[src/rtl/rom_port_arbiter.sv]
// Two-requester arbiter for the shared combinational program-memory read port.
// Fetch (F) and load (L) ports each get a registered word and a one-cycle valid pulse.
module rom_port_arbiter #(
    parameter int          ARB_MODE  = 0,
    parameter int          MAX_WAIT  = 4,
    parameter logic [15:0] IDLE_ADDR = 16'h0000
) (
    input  logic        clk,
    input  logic        rst,
    input  logic        f_req,
    input  logic [15:0] f_addr,
    input  logic        f_flush,
    output logic        f_gnt,
    output logic        f_rvalid,
    output logic [15:0] f_rdata,
    input  logic        l_req,
    input  logic [15:0] l_addr,
    output logic        l_gnt,
    output logic        l_rvalid,
    output logic [15:0] l_rdata,
    output logic [15:0] rom_address,
    input  logic [15:0] rom_data,
    output logic        busy
);

    localparam logic       WIN_F      = 1'b0;
    localparam logic       WIN_L      = 1'b1;
    localparam logic [3:0] MAX_WAIT_C = 4'(MAX_WAIT);

    logic        last_winner_q, last_winner_d;
    logic [3:0]  wait_cnt_q, wait_cnt_d;
    logic        f_rvalid_q, f_rvalid_d;
    logic        l_rvalid_q, l_rvalid_d;
    logic [15:0] f_rdata_q, f_rdata_d;
    logic [15:0] l_rdata_q, l_rdata_d;
    logic        f_gnt_c, l_gnt_c;

    // Grants are suppressed while reset is held so no access can start mid-reset.
    always_comb begin
        f_gnt_c = 1'b0;
        l_gnt_c = 1'b0;
        if (!rst) begin
            if (ARB_MODE == 0) begin
                if (f_req && l_req) begin
                    if (last_winner_q == WIN_L) f_gnt_c = 1'b1;
                    else                        l_gnt_c = 1'b1;
                end else begin
                    f_gnt_c = f_req;
                    l_gnt_c = l_req;
                end
            end else begin
                if (l_req && (wait_cnt_q == MAX_WAIT_C)) l_gnt_c = 1'b1;
                else if (f_req)                          f_gnt_c = 1'b1;
                else                                     l_gnt_c = l_req;
            end
        end
    end

    always_comb begin
        last_winner_d = last_winner_q;
        if (f_gnt_c)      last_winner_d = WIN_F;
        else if (l_gnt_c) last_winner_d = WIN_L;

        // Starvation counter only matters in fixed-priority mode.
        wait_cnt_d = 4'd0;
        if ((ARB_MODE != 0) && l_req && !l_gnt_c) begin
            if (wait_cnt_q < MAX_WAIT_C) wait_cnt_d = wait_cnt_q + 4'd1;
            else                         wait_cnt_d = wait_cnt_q;
        end

        f_rvalid_d = f_gnt_c;
        l_rvalid_d = l_gnt_c;
        f_rdata_d  = f_gnt_c ? rom_data : f_rdata_q;
        l_rdata_d  = l_gnt_c ? rom_data : l_rdata_q;
    end

    always_ff @(posedge clk or posedge rst) begin
        if (rst) begin
            last_winner_q <= WIN_L;
            wait_cnt_q    <= 4'd0;
            f_rvalid_q    <= 1'b0;
            l_rvalid_q    <= 1'b0;
            f_rdata_q     <= 16'h0000;
            l_rdata_q     <= 16'h0000;
        end else begin
            last_winner_q <= last_winner_d;
            wait_cnt_q    <= wait_cnt_d;
            f_rvalid_q    <= f_rvalid_d;
            l_rvalid_q    <= l_rvalid_d;
            f_rdata_q     <= f_rdata_d;
            l_rdata_q     <= l_rdata_d;
        end
    end

    // A flush in the response cycle hides the fetch pulse; the data register is untouched.
    assign f_rvalid    = f_rvalid_q & ~f_flush;
    assign l_rvalid    = l_rvalid_q;
    assign f_rdata     = f_rdata_q;
    assign l_rdata     = l_rdata_q;
    assign f_gnt       = f_gnt_c;
    assign l_gnt       = l_gnt_c;
    assign busy        = f_gnt_c | l_gnt_c;
    assign rom_address = f_gnt_c ? f_addr : (l_gnt_c ? l_addr : IDLE_ADDR);

endmodule
[config.mk]
export PLATFORM = sky130hd
export DESIGN_NAME = rom_port_arbiter
export DESIGN_NICKNAME = d
export VERILOG_FILES = /design/src/rtl/rom_port_arbiter.sv
export SDC_FILE = /design/constraint.sdc
export NUM_CORES = 1
export LEC_CHECK = 0
export CORE_AREA = 10 10 77 79
export DETAILED_ROUTE_END_ITERATION = 10
export DIE_AREA = 0 0 87 89
export PLACE_DENSITY = 0.82
export SYNTH_ARGS = -nofsm -noshare
export SYNTH_HDL_FRONTEND = slang
export SYNTH_SLANG_ARGS = --single-unit
[constraint.sdc]
create_clock -name clk -period 5.65 [get_ports clk]
set_input_delay 1.13 -clock clk [delete_from_list [all_inputs] [get_ports clk]]
set_output_delay 1.13 -clock clk [all_outputs]
set_load 0.03 [all_outputs]
Yosys cells after proc, flatten, opt, wreduce, memory -nomap -nowiden
Index checks and enable logic that the tools add are counted.
{"block": "totals", "output_inout_bits": 53, "elab_cells": 20, "ff_bits": 35}
{"block": "classes", "mux": 10, "n_reduce_logical": 2, "bitwise_logic": 3}
{"op": "$mux 16", "n": 2}
{"op": "$mux 1", "n": 8}
{"op": "$reduce_bool 2->1", "n": 1}
{"op": "$and 1x1->1", "n": 1}
{"op": "$logic_and 1x1->1", "n": 1}
{"op": "$not 1->1", "n": 1}
{"op": "$or 1x1->1", "n": 1}

Longest topological paths before layout
Gate-level depths: netlist of run 1.
{"block": "logic_depth", "ltp_word": 5, "ltp_mapped": 6, "mapped_depth_nobuf": 3}

Worst setup path after synthesis of run 1
Ideal clock, no wire load.
{"block": "synth_timing", "path_kind": "input port to output port", "start": "input port rst", "end": "output port f_gnt", "required_time_ns": 4.520, "t_arrival_ns": 2.392, "slack_ns": 2.128, "path_stages": 5, "path_cell_list": "buf_4 inv_2 nand3_4 buf_6 inv_1"}
{"block": "synth_via", "elab_chain_cells": 1}
{"element": "from (decl)", "line_no": "9", "rtl": "input logic rst,"}
{"element": "$mux 1", "line_no": "42", "rtl": "if (!rst) begin"}
{"element": "to (decl)", "line_no": "13", "rtl": "output logic f_gnt,"}
No other way between the ends.

Worst setup path in the final report of run 1
{"block": "layout_timing", "start": "input port f_req", "end": "output port rom_address[1]"}
{"block": "layout_via", "elab_chain_cells": 5}
{"element": "from (decl)", "line_no": "10", "rtl": "input logic f_req,"}
{"element": "$logic_and 1x1->1", "line_no": "44", "rtl": "if (f_req && l_req) begin"}
{"element": "$mux 1", "line_no": "44"}
{"element": "$mux 1", "line_no": "42"}
{"element": "$mux 16", "line_no": "103", "rtl": "assign rom_address = f_gnt_c ? f_addr : (l_gnt_c ? l_addr : IDLE_ADDR);"}
{"element": "$mux 16 *", "line_no": "103"}
{"element": "to (decl)", "line_no": "21", "rtl": "output logic [15:0] rom_address,"}
Every way passes the cells marked *; elsewhere a longest branch is shown, timed or not.

==> flow_summary_export.csv, run 1 <==
group,metric,value,unit
status,status,"completed",
worst_setup_path,cp_slowest_cell,"clkdlybuf4s50_1",
synth,synthArstFlopShare,1.00,
sta,timing.final.crit_period,4650,ps
global_routing,overflow,0,
power_and_ir_drop,vdd_ir_drop_max,0.000118,V
synth,ys_top_cells_by_area,"dfrtp_1, mux2_4, mux2_2, a32oi_1, nor2_1",
synth,synth_area,1670,um^2
global_routing,track_usage,0.128,
power_and_ir_drop,power_switching,0.000326,W
synth,post-synth-top-area-cell,"dfrtp_1",
synth,synth_cell_types,20,
global_routing,antenna_found_initial,0,
worst_setup_path,timing.rr.start,"last_winner_q",
cells_and_area,fillCellCount,370,
place,gp_congestion,0.679,
clock_network,clock-sinks,35,
clock_network,hold_buffers,0,
die,die_area,7740,um^2
sta,rsz0062_at_grt,"no",
place,hpwlAfterDp,4030,um
cells_and_area,regArea,877,um^2
clock_network,postCtsSetupBuffers,0,
worst_setup_path,crit_family,"buffers and inverters",
clock_network,cts-resized-gates,0,
worst_setup_path,crit_required,4520,ps
global_routing,grt_max_degree,39,
power_and_ir_drop,p_int,0.000616,W
worst_setup_path,critPathKind,"in2out",
place,placed_cell_area,2720,um^2
cells_and_area,nNetsFinal,277,
power_and_ir_drop,power_frac_comb,0.431,
drt,dr.pass1.iters,4,
cells_and_area,finalInstanceArea,2820,um^2
worst_setup_path,crit_top_cell,"clkdlybuf4s50_1",
clock_network,cts_tree,"built",
cells_and_area,area_growth,69.2,%
synth,ys_warn_count,0,
drt,detail_route.wl_per_cell,18.2,um
drt,drc,0,
power_and_ir_drop,p_sw_frac,0.346,
cells_and_area,multi_input_area,702,um^2
power_and_ir_drop,power,0.000942,W
hold_path,worstHoldPathType,"reg2reg",
worst_setup_path,worstPathArrival,3520,ps
place,port_buffers,105,
die,die_y,89,um
hold_path,hp-start,"f_rdata[14]",
power_and_ir_drop,power_leakage,1.17,nW
drt,routed_via_density,4.96,
synth,synth_ff_type,"dfrtp_1",
clock_network,clkTransAtPathRegs,70,ps
sta,worstMarginPinSlew,784,ps
cells_and_area,drive_gt1_frac,0.204,
worst_setup_path,cp-end-kind,"output port",
drt,drt_iter0_markers,31,
global_routing,top_usage_layer,"met2",
synth,synth.most_common_cell,"dfrtp_1",
synth,syn_avg_cell_area,13.9,um^2
global_routing,grt_pass1_wl,7790,um
sta,slew_violations,0,
die,fp.dieW,87,um
cells_and_area,antenna-diode-count,0,
die,core.rowCount,25,
worst_setup_path,r2r_slack,3630,ps
die,start_util,0.368,
sta,setup_slack,1000,ps
worst_setup_path,max_stage_delay,820,ps
clock_network,numCtsBuffers,5,
worst_setup_path,start_kind,"input port",
synth,synth_common_cells,"dfrtp_1, mux2_4, nor2_1",
synth,ys_ff_latch,35,
place,preCtsSetupSlack,978,ps
synth,synth.net_count,173,
sta,period_share,0.822,
worst_setup_path,critPathMaxFanout,20,
sta,hold_ws,506,ps
drt,ant_nets,0,
sta,hold_viol_final,0,
sta,slew_headroom,0.476,
die,coreArea,4540,um^2
global_routing,grt_pass1_vias,1544,
clock_network,cts_root_buf,"clkbuf_8",
power_and_ir_drop,p_clk_frac,0.213,
sta,fmax,215,MHz
die,io-pin-count,106,
synth,synth_cells,120,
clock_network,clockBufferDepth,2,
global_routing,grtUsageMet3,0.0839,
synth,synth_enable_flop_cells,0,
synth,yosysSeqAreaShare,0.525,
synth,synth_top_area_frac,0.510,
sta,setup_tns,0,ps
drt,vias,1383,
sta,finalSetupViolCount,0,
power_and_ir_drop,pwr_density_cell,334,nW/um^2
clock_network,cts_max_level,2,
clock_network,clk_latency,280,ps
worst_setup_path,crit_path_start,"f_req",
worst_setup_path,path_buf_inv,2,
global_routing,globalRouteMet1Util,0.136,
drt,drt_wl_total,5060,um
worst_setup_path,crit_chain,"clkdlybuf4s50_1, a21boi_4, a32oi_1, nor2_1, clkdlybuf4s50_1",
power_and_ir_drop,p_seq_frac,0.356,
run,drv_cap,0,
global_routing,gr-usage-met2,0.197,
sta,skew,2.66,ps
[kinds of logic (layout without fill, tap and decap cells)]
logic type / Yosys count / count (layout) / synth area share
buffers and inverters: 12 / 117 / 0.0540
AOI/OAI and AO/OA: 19 / 19 / 0.102
muxes: 32 / 32 / 0.256
DFF: 35 / 35 / 0.525
and+or+nand+nor: 22 / 22 / 0.0622
[per-stage QoR]
| step | utilization | instances |
|---|---|---|
| 2_1_floorplan | - | 120 |
| 3_3_place_gp | 0.600 | 271 |
| 3_5_place_dp | 0.600 | 271 |
| 4_1_cts | 0.623 | 279 |
| 5_1_grt | 0.623 | 279 |
| 6_report | 0.623 | 279 |
[power by group through the flow]
| stage | registers, W | clock network, W | logic [W] |
|---|---|---|---|
| CTS | 0.000336 | 0.000205 | 0.000412 |
| floorplan | 0.000439 | 0 | 0.000129 |
| global route | 0.000343 | 0.000215 | 0.000428 |
| finish | 0.000336 | 0.000200 | 0.000406 |
| detailed placement | 0.000340 | 0 | 0.000411 |
| global placement | 0.000337 | 0 | 0.000407 |
[cell type report]
type | instances | area share
flip-flops and latches | 35 | 0.311
repair buffers | 107 | 0.377
clock buffers | 7 | 0.0341
clock inverters | 1 | 0.00266
multi-input cells | 73 | 0.249
well taps | 54 | 0.0239
inverters | 2 | 0.00266
[final timing paths]
kind	to	cells past startpoint
worst max-delay path	rom_address[1]	5
worst min-delay path	f_rdata[14]	1
worst max register to register	f_rdata[7]	3
worst min register to register	f_rdata[14]	1
max in group asynchronous	last_winner_q	3
min in group asynchronous	l_rdata[10]	3
[registers in the layout, indices dropped and copies added, names as in the netlist]
signal / count
f_rdata: 16
l_rdata: 16
f_rvalid_q: 1
l_rvalid: 1
last_winner_q: 1
[metal layers]
| metal | routed length (um) | vias up |
|---|---|---|
| met4 | 83 | 0 |
| met1 | 1940 | 650 |
| met3 | 824 | 6 |
| met2 | 2220 | 82 |
| li1 | - | 645 |
| met5 | 0 | - |
[cell usage in the layout (no fill, tap or decap)]
cell             synthesis  layout
inv_2                    1       1
mux2_2                  14      14
clkdlybuf4s50_1          0     105
a21boi_4                 1       1
a31oi_1                  1       1
mux2_4                  18      18
nand2b_1                 1       1
buf_4                    1       2
inv_1                    1       1
a21oi_1                  1       1
clkbuf_8                 0       7
and2_1                   1       1
nand3_4                  1       1
nor2_1                  18      18
a32oi_1                 16      16
dfstp_2                  1       1
clkinvlp_4               0       1
dfrtp_1                 34      34
nor2b_1                  1       1
Note: power is estimated with default switching activity, not from simulation.
==> inputs of run 2 (changes only) <==
--- a/config.mk
+++ b/config.mk
@@ -5,10 +5,10 @@
 export SDC_FILE = /design/constraint.sdc
 export NUM_CORES = 1
 export LEC_CHECK = 0
-export CORE_AREA = 10 10 77 79
+export CORE_AREA = 10 10 80 82
 export DETAILED_ROUTE_END_ITERATION = 10
-export DIE_AREA = 0 0 87 89
-export PLACE_DENSITY = 0.82
+export DIE_AREA = 0 0 90 92
+export PLACE_DENSITY = 0.76
 export SYNTH_ARGS = -nofsm -noshare
 export SYNTH_HDL_FRONTEND = slang
 export SYNTH_SLANG_ARGS = --single-unit
==> constraint.sdc (replaced) <==
create_clock -name clk -period 4.4 [get_ports clk]
set_input_delay 0.88 -clock clk [delete_from_list [all_inputs] [get_ports clk]]
set_output_delay 0.88 -clock clk [all_outputs]
set_load 0.03 [all_outputs]
==> flow_summary_export.csv, run 2 (synthesis gave the netlist of run 1 again) <==
group,metric,value,unit
sta,finalSetupViolCount,0,
cells_and_area,nNetsFinal,278,
power_and_ir_drop,power,0.00124,W
hold_path,worstHoldPathType,"reg2reg",
worst_setup_path,r2r_slack,2330,ps
die,io-pin-count,106,
sta,slew_headroom,0.527,
worst_setup_path,crit_chain,"clkdlybuf4s50_1, nand2b_1, a32oi_1, nor2_1, clkdlybuf4s50_1",
place,placed_cell_area,2740,um^2
power_and_ir_drop,vdd_ir_drop_max,0.000329,V
die,core.rowCount,26,
clock_network,cts_max_level,2,
cells_and_area,layout_commonest_cell,"clkdlybuf4s50_1",
die,coreArea,4910,um^2
run,drv_cap,0,
worst_setup_path,critPathKind,"in2out",
worst_setup_path,cp-end-kind,"output port",
sta,setup_tns,0,ps
clock_network,cts-resized-gates,0,
clock_network,clkTransAtPathRegs,70,ps
global_routing,grt_pass1_wl,8020,um
sta,timing.final.crit_period,3820,ps
worst_setup_path,r2r_cells,3,
power_and_ir_drop,power_leakage,1.19,nW
die,start_util,0.340,
worst_setup_path,start_kind,"input port",
drt,dr.pass1.iters,4,
drt,vias,1360,
die,die_y,92,um
place,preCtsSetupSlack,593,ps
cells_and_area,area_growth,71.4,%
drt,routed_via_density,4.59,
hold_path,worstHoldPathCells,1,
clock_network,clockBufferDepth,2,
clock_network,clock-sinks,35,
worst_setup_path,critPathMaxFanout,17,
drt,detail_route.wl_per_cell,17.6,um
clock_network,cts_root_buf,"clkbuf_8",
worst_setup_path,crit_required,3520,ps
global_routing,grt_pass1_vias,1437,
sta,skew,4.63,ps
sta,period_share,0.868,
clock_network,hold_buffers,0,
global_routing,antenna_found_initial,0,
clock_network,clk_latency,280,ps
status,status,"completed",
power_and_ir_drop,pwr_density_cell,435,nW/um^2
sta,worstMarginPinSlew,710,ps
global_routing,track_usage,0.122,
die,die_area,8280,um^2
cells_and_area,drive_gt1_frac,0.217,
global_routing,grt_max_degree,27,
worst_setup_path,max_stage_delay,710,ps
sta,hold_viol_final,0,
sta,slew_violations,0,
sta,setup_slack,583,ps
place,gp_congestion,0.770,
die,fp.dieW,90,um
clock_network,numCtsBuffers,5,
worst_setup_path,crit_top_cell,"clkdlybuf4s50_1",
drt,drt_wl_total,5220,um
drt,ant_nets,0,
drt,drc,0,
cells_and_area,layout_common_cells,"clkdlybuf4s50_1, dfrtp_1, mux2_4, nor2_1, a32oi_1",
sta,rsz0062_at_grt,"no",
clock_network,postCtsSetupBuffers,0,
cells_and_area,finalInstanceArea,2860,um^2
cells_and_area,antenna-diode-count,0,
worst_setup_path,cp_slowest_cell,"clkdlybuf4s50_1",
global_routing,overflow,0,
sta,fmax,262,MHz
clock_network,cts_tree,"built",
place,port_buffers,105,
place,hpwlAfterDp,4130,um
drt,drt_iter0_markers,72,
worst_setup_path,worstPathArrival,2940,ps
-- run 2: changes by cell type in the layout (fill, tap and decap cells not counted), sizes merged --
cell / previous run / this run
clkinvlp: 1 / 0
clkbuf: 7 / 6
buf: 2 / 5
clkdlybuf4s50: 105 / 103
bufinv: 0 / 1
clkinv: 0 / 1
-- run 2: final cells by class --
class,count,area (um^2)
clock inverters,2,35.0
multi-input cells,73,702
flip-flops and latches,35,877
repair buffers,108,1070
clock buffers,6,82.6
fillers,424,2050
inverters,2,7.51
well taps,70,87.6
-- run 2: routing by layer --
metal  track usage  vias up  share of wire
met5             0        -              0
met4        0.0292        0          0.013
met3        0.0538        7          0.076
met2         0.224       61           0.53
met1         0.124      641           0.38
li1              -      651              -
-- run 2: through the flow --
| step | hold slack, ps | util | cells |
|---|---|---|---|
| 5_1_grt | 523 | 0.582 | 296 |
| 6_report | 506 | 0.582 | 296 |
| 3_5_place_dp | 495 | 0.558 | 288 |
| 2_1_floorplan | 530 | - | 120 |
| 4_1_cts | 508 | 0.582 | 296 |
| 3_3_place_gp | 488 | 0.558 | 288 |
-- run 2: final timing paths --
kind | startpoint | to
setup / recovery | l_req | rom_address[10]
hold / removal | f_rdata[9] | f_rdata[9]
setup reg to reg | last_winner_q | f_rdata[6]
hold reg to reg | f_rdata[9] | f_rdata[9]
max in group asynchronous | rst | f_rdata[6]
min in group asynchronous | rst | l_rdata[10]
-- run 2: critical path: cells and delay by family --
| family | cells | cell delay, ps |
|---|---|---|
| buf+inv | 2 | 1180 |
| simple gates | 2 | 660 |
| compound gates | 1 | 200 |
-- run 2: where the power goes --
part	total (W)	internal, W	switching [W]
clock network	0.000292	0.000183	0.000109
registers	0.000428	0.000391	0.0000365
logic	0.000523	0.000258	0.000266
